===== src/rtl/present_pkg.sv =====
// Shared types and constants for the PRESENT CBC sequencer.
package present_pkg;

  localparam int BLK_W       = 64;
  localparam int KEY_W       = 80;
  localparam int TIMEOUT_DEF = 64;

  localparam logic MODE_ENC = 1'b0;
  localparam logic MODE_DEC = 1'b1;

  typedef enum logic [2:0] {
    S_IDLE,
    S_WAIT_BLK,
    S_LOAD,
    S_RUN,
    S_OUT,
    S_ERR
  } state_e;

endpackage


===== src/rtl/present_cbc_chain.sv =====
// CBC chain register with the pre-encrypt and post-decrypt XOR paths.
module present_cbc_chain
  import present_pkg::*;
(
  input  logic             clk,
  input  logic             rst_n,
  input  logic             mode,
  input  logic             iv_ld,
  input  logic [BLK_W-1:0] iv,
  input  logic             upd,
  input  logic [BLK_W-1:0] blk_in,
  input  logic [BLK_W-1:0] inblk,
  input  logic [BLK_W-1:0] core_odat,
  output logic [BLK_W-1:0] chain,
  output logic [BLK_W-1:0] pre_xor,
  output logic [BLK_W-1:0] post_xor
);

  logic [BLK_W-1:0] chain_q, chain_d;

  always_comb begin
    chain_d = chain_q;
    if (iv_ld)
      chain_d = iv;
    else if (upd)
      chain_d = (mode == MODE_ENC) ? core_odat : inblk;
  end

  always_ff @(posedge clk or negedge rst_n) begin
    if (!rst_n) chain_q <= '0;
    else        chain_q <= chain_d;
  end

  assign chain    = chain_q;
  assign pre_xor  = (mode == MODE_ENC) ? (blk_in ^ chain_q) : blk_in;
  assign post_xor = (mode == MODE_ENC) ? core_odat : (core_odat ^ chain_q);

endmodule


===== src/rtl/present_cbc_ctrl.sv =====
// CBC-mode message sequencer for the PRESENT core: one load per block,
// done/timeout supervision and a valid/ready result stream.
module present_cbc_ctrl
  import present_pkg::*;
#(
  parameter int TIMEOUT_CYCLES = TIMEOUT_DEF,
  parameter int CNT_W          = 7
) (
  input  logic             clk,
  input  logic             iReset_n,
  input  logic             iStart,
  input  logic             iMode,
  input  logic [KEY_W-1:0] iKey,
  input  logic [BLK_W-1:0] iIv,
  input  logic [BLK_W-1:0] iBlk,
  input  logic             iBlkValid,
  input  logic             iBlkLast,
  output logic             oBlkReady,
  output logic [BLK_W-1:0] oOut,
  output logic             oOutValid,
  output logic             oOutLast,
  input  logic             iOutReady,
  output logic             oBusy,
  output logic             oErr,
  output logic             core_load,
  output logic             core_control,
  output logic [BLK_W-1:0] core_idat,
  output logic [KEY_W-1:0] core_key,
  input  logic             core_done,
  input  logic [BLK_W-1:0] core_odat
);

  state_e           state_q, state_d;
  logic [CNT_W-1:0] cnt_q, cnt_d;
  logic             load_q, load_d;
  logic             ctrl_q, ctrl_d;
  logic [KEY_W-1:0] key_q, key_d;
  logic [BLK_W-1:0] idat_q, idat_d;
  logic [BLK_W-1:0] inblk_q, inblk_d;
  logic             last_q, last_d;
  logic [BLK_W-1:0] out_q, out_d;
  logic             ovld_q, ovld_d;
  logic             olast_q, olast_d;
  logic             err_q, err_d;
  logic             iv_ld, chain_upd;
  logic [BLK_W-1:0] chain, pre_xor, post_xor;

  present_cbc_chain u_chain (
    .clk       (clk),
    .rst_n     (iReset_n),
    .mode      (ctrl_q),
    .iv_ld     (iv_ld),
    .iv        (iIv),
    .upd       (chain_upd),
    .blk_in    (iBlk),
    .inblk     (inblk_q),
    .core_odat (core_odat),
    .chain     (chain),
    .pre_xor   (pre_xor),
    .post_xor  (post_xor)
  );

  always_comb begin
    state_d   = state_q;
    cnt_d     = cnt_q;
    load_d    = 1'b0;
    ctrl_d    = ctrl_q;
    key_d     = key_q;
    idat_d    = idat_q;
    inblk_d   = inblk_q;
    last_d    = last_q;
    out_d     = out_q;
    ovld_d    = ovld_q;
    olast_d   = olast_q;
    err_d     = err_q;
    iv_ld     = 1'b0;
    chain_upd = 1'b0;
    case (state_q)
      S_IDLE, S_ERR: if (iStart) begin
        ctrl_d  = iMode;
        key_d   = iKey;
        iv_ld   = 1'b1;
        err_d   = 1'b0;
        state_d = S_WAIT_BLK;
      end
      S_WAIT_BLK: if (iBlkValid) begin
        inblk_d = iBlk;
        last_d  = iBlkLast;
        idat_d  = pre_xor;
        load_d  = 1'b1;
        cnt_d   = '0;
        state_d = S_LOAD;
      end
      // Counter runs from the load cycle, so it equals cycles since load.
      S_LOAD: begin
        cnt_d   = cnt_q + CNT_W'(1);
        state_d = S_RUN;
      end
      S_RUN: begin
        cnt_d = cnt_q + CNT_W'(1);
        if (core_done && cnt_q >= CNT_W'(2)) begin
          out_d     = post_xor;
          chain_upd = 1'b1;
          ovld_d    = 1'b1;
          olast_d   = last_q;
          state_d   = S_OUT;
        end else if (cnt_q == CNT_W'(TIMEOUT_CYCLES - 1)) begin
          err_d   = 1'b1;
          state_d = S_ERR;
        end
      end
      S_OUT: if (iOutReady) begin
        ovld_d  = 1'b0;
        olast_d = 1'b0;
        state_d = last_q ? S_IDLE : S_WAIT_BLK;
      end
      default: state_d = S_IDLE;
    endcase
  end

  always_ff @(posedge clk or negedge iReset_n) begin
    if (!iReset_n) begin
      state_q <= S_IDLE;
      cnt_q   <= '0;
      load_q  <= 1'b0;
      ctrl_q  <= 1'b0;
      key_q   <= '0;
      idat_q  <= '0;
      inblk_q <= '0;
      last_q  <= 1'b0;
      out_q   <= '0;
      ovld_q  <= 1'b0;
      olast_q <= 1'b0;
      err_q   <= 1'b0;
    end else begin
      state_q <= state_d;
      cnt_q   <= cnt_d;
      load_q  <= load_d;
      ctrl_q  <= ctrl_d;
      key_q   <= key_d;
      idat_q  <= idat_d;
      inblk_q <= inblk_d;
      last_q  <= last_d;
      out_q   <= out_d;
      ovld_q  <= ovld_d;
      olast_q <= olast_d;
      err_q   <= err_d;
    end
  end

  assign oBlkReady    = (state_q == S_WAIT_BLK);
  assign oBusy        = (state_q != S_IDLE);
  assign oOut         = out_q;
  assign oOutValid    = ovld_q;
  assign oOutLast     = olast_q;
  assign oErr         = err_q;
  assign core_load    = load_q;
  assign core_control = ctrl_q;
  assign core_idat    = idat_q;
  assign core_key     = key_q;

endmodule


===== config.mk =====
export PLATFORM = sky130hd
export DESIGN_NAME = present_cbc_ctrl
export DESIGN_NICKNAME = d
export VERILOG_FILES = /design/src/rtl/present_pkg.sv /design/src/rtl/present_cbc_chain.sv /design/src/rtl/present_cbc_ctrl.sv
export SDC_FILE = /design/constraint.sdc
export NUM_CORES = 1
export LEC_CHECK = 0
export BUFFER_PORTS_ARGS = -buffer_cell sky130_fd_sc_hd__buf_2
export CORE_ASPECT_RATIO = 0.5
export CORE_MARGIN = 10
export CORE_UTILIZATION = 40
export DETAILED_ROUTE_END_ITERATION = 8
export HOLD_SLACK_MARGIN = 0.15
export MAX_ROUTING_LAYER = met4
export PLACE_DENSITY_LB_ADDON = 0.2
export SLEW_MARGIN = 20
export SYNTH_ARGS = -nofsm -noshare
export SYNTH_HDL_FRONTEND = slang
export SYNTH_SLANG_ARGS = --single-unit

===== constraint.sdc =====
create_clock -name clk -period 2.5 [get_ports clk]
set_input_delay 0.125 -clock clk [delete_from_list [all_inputs] [get_ports clk]]
set_output_delay 0.125 -clock clk [all_outputs]
set_load 0.02 [all_outputs]

==> reports/metrics.csv <==
metric,value,unit
unrepaired setup endpoints after global routing,no,
synth warn,0,
worst path required time,2.96,ns
initial core utilization,0.404,
end of the worst register-to-register path,u_chain.chain[62]$_DFFE_PN0P_,
Seq cells post-synth,352,
fmax,0.431,GHz
share of cells above drive strength 1,0.337,
slew margin rel.,0.520,
fraction of the mapped netlist area in adder cells,0.00148,
Chip Width,310,um
CP Launch Type,flop,
layout overhead on the synthesized area,43.6,%
CP arrival,2.78,ns
CTS max path bufs,3,
CORE AREA,0.0418,mm2
"Hold Vio Cnt, Final",0,
Via density,4.81,
Leak,0.0111,uW
Synth Area in XOR/XNOR,0.0670,
Synth async-reset ratio,1.00,
"Critical Path, Cell by Cell",and4b_1 -> a21boi_4 -> buf_12 -> nor2_1 -> o31ai_1 -> dlygate4sd3_1,
WL/cell,18.4,um
Peak supply drop,0.696,mV
Crit Reg-Reg Startpoint,state_q[0]$_DFFE_PN0P_,
routed wire length,54600,um
CTS buffer count,37,
global-route wire length before repair,84500,um
pwr dens,1240,mW/mm2
Register Area,0.00881,mm2
Slew @ Worst Pin,0.720,ns
vias in the first global route,15500,
DR vias,14300,
clk root buf,clkbuf_16,
Routed Antenna Nets,0,
"Setup Fix Bufs, Post-CTS",0,
final setup violation count,0,
Post-DP HPWL,36400,um
total grt overflow,0,
reg2reg path depth,6,
leading register cell type out of synthesis,dfrtp_1,
largest net degree at the start of global routing,78,
DRT iter0 DRCs,661,
Simple-Gate Fraction of Synth Area,0.176,
compound-cell area share of the yosys netlist,0.140,
Worst-path clk slew,0.06,ns
Clock Latency Late Sink,0.53,ns
fraction of synthesized area in multiplexers,0.0559,
Max Cap Viol,0,
CP endpoint kind,flop,
Util after Layout,0.580,
# nets final,2668,
row count,53,
shortest period the worst path allows,2.32,ns
setup TNS,0,ns
Total Power,29900,uW
fillers,3558,
sequential fraction of the synthesis area,0.522,
CTS tree,yes,
Netlist cell types,46,
Worst Path Max Fanout,22,
HP Class,in -> async,
main combinational cell family by area after synthesis,simple AND/OR/NAND/NOR gates,
R2R Setup Slk,0.18,ns
Placed Instances,2615,
Critical path destination,u_chain.chain[62]$_DFFE_PN0P_,
mean post-synth cell area,10.3,um2
H-tree Lvls,2,
DRC viols,0,
Die Span Y,165,um
IO Port Bufs,494,
area of the multi-input gates,0.00744,mm2
initial antenna violation count,4,
Finished Layout Cells,2968,
Total Routing Usage GR,0.212,
die area,0.0513,mm2
Detailed Routing Iterations Pass 1,5,
CP max-delay cell,dlygate4sd3_1,
outcome,finished clean,
"EDFF count, synth",0,
routability cong.,0.796,
Top Ports,495,
kind of critical path,reg -> reg,
Post-Syn Area,0.0169,mm2
syn_nets,1920,
Final Skew,0.0145,ns
cell count after synthesis,1638,
Setup crit start,state_q[0]$_DFFE_PN0P_,
fin. max-slew vios,0,
period utilisation layout,0.927,
clk sinks,352,
Crit path largest cell delay,0.58,ns
[sequential cells by signal, indices dropped and copies added (netlist names), 3 cells and up]
| name | flops |
|---|---|
| cnt_q | 7 |
| core_idat | 64 |
| core_key | 80 |
| inblk_q | 64 |
| oOut | 64 |
| state_q | 3 |
| u_chain.chain | 64 |
[metal layers]
metal / vias up / share of wire / GRT usage
met1: 6949 / 0.38 / 0.228
met2: 279 / 0.54 / 0.386
met3: 140 / 0.035 / 0.0335
met4: 0 / 0.048 / 0.0988
met5: - / 0 / -
li1: 6901 / - / -
[through the flow]
step	instance area [um2]	setup WS, ns	hold WS (ns)
CTS	24200	0.156	0.208
global route	24200	0.0000184	0.245
detailed placement	20000	0.455	0.185
finish	24200	0.182	0.197
global placement	20000	0.484	0.175
floorplan	16900	0.764	-0.171
[how the worst min path moves through the flow]
| stage | end | slack (ns) | from |
|---|---|---|---|
| final | core_idat[41]$_DFFE_PN0P_ | 0.20 | iReset_n |
| after global routing | inblk_q[39]$_DFFE_PN0P_ | 0.24 | iReset_n |
| after CTS | core_idat[41]$_DFFE_PN0P_ | 0.21 | iReset_n |
| after detailed placement | core_idat[39]$_DFFE_PN0P_ | 0.18 | iReset_n |
| after global placement | core_idat[39]$_DFFE_PN0P_ | 0.18 | iReset_n |
| after floorplan | cnt_q[0]$_DFFE_PN0P_ | -0.17 | iReset_n |
[cell families (layout without fill, tap and decap cells)]
group,Yosys count,after routing
xor+xnor,129,129
mux,84,84
other cells,0,7
buf+inv,112,885
fa+ha+maj,2,2
flops,352,352
simple gates,683,683
compound gates,276,276
[Yosys cell counts, types with 2 or more instances]
cell type,count,area (um2)
nand3_1,5,25.0
o31ai_1,4,30.0
mux2_2,80,901
a211oi_2,63,788
nand2b_1,2,12.5
xor2_1,65,569
dfrtp_1,352,8810
buf_6,11,124
nor2b_1,134,838
o21ai_0,43,215
o31ai_2,61,763
a21oi_1,67,335
nor2_1,133,499
xnor2_1,64,561
ha_1,2,25.0
mux2i_1,3,30.0
buf_4,10,75.1
buf_8,3,45.0
o21ai_1,29,145
nand2_1,399,1500
clkbuf_1,37,139
buf_1,4,15.0
buf_2,44,220
[power breakdown]
group          internal (uW)  total (uW)  switching, uW
clock network           3700        6100           2400
registers               8480       10300           1820
logic                   5580       13600           7980
[final cells by class]
cell class	count	area share
clock inverters	13	0.00904
repair buffers	819	0.244
multi-input cells	1174	0.307
clock buffers	51	0.0455
inverters	2	0.000517
flip-flops and latches	352	0.364
diodes	7	0.000723
well taps	550	0.0284
[placed cells by master (no fill, tap or decap), types with 21 or more instances in the layout]
cell type	instances
dfrtp_1	349
o31ai_2	61
a21oi_1	67
buf_12	22
nand2_1	398
buf_4	21
xnor2_1	64
o21ai_0	43
a211oi_2	63
nor2_1	133
clkbuf_16	40
mux2_2	80
nor2b_1	134
xor2_1	65
dlygate4sd3_1	281
buf_2	493
o21ai_1	29
[critical path: cells and delay by family (launching register included)]
| kind | cells | cell delay (ns) |
|---|---|---|
| buffers and inverters | 2 | 0.81 |
| AOI/OAI and AO/OA | 2 | 0.54 |
| and+or+nand+nor | 2 | 0.38 |
| DFF | 1 | 0.53 |
[what timing repair did]
action                     4_1_cts  5_1_grt
hold buffers                   281        0
hold endpoints to repair       640        0
setup endpoints to repair        0        1
resized for setup                0        2
No activity file was read; power rests on OpenSTA's default activity.
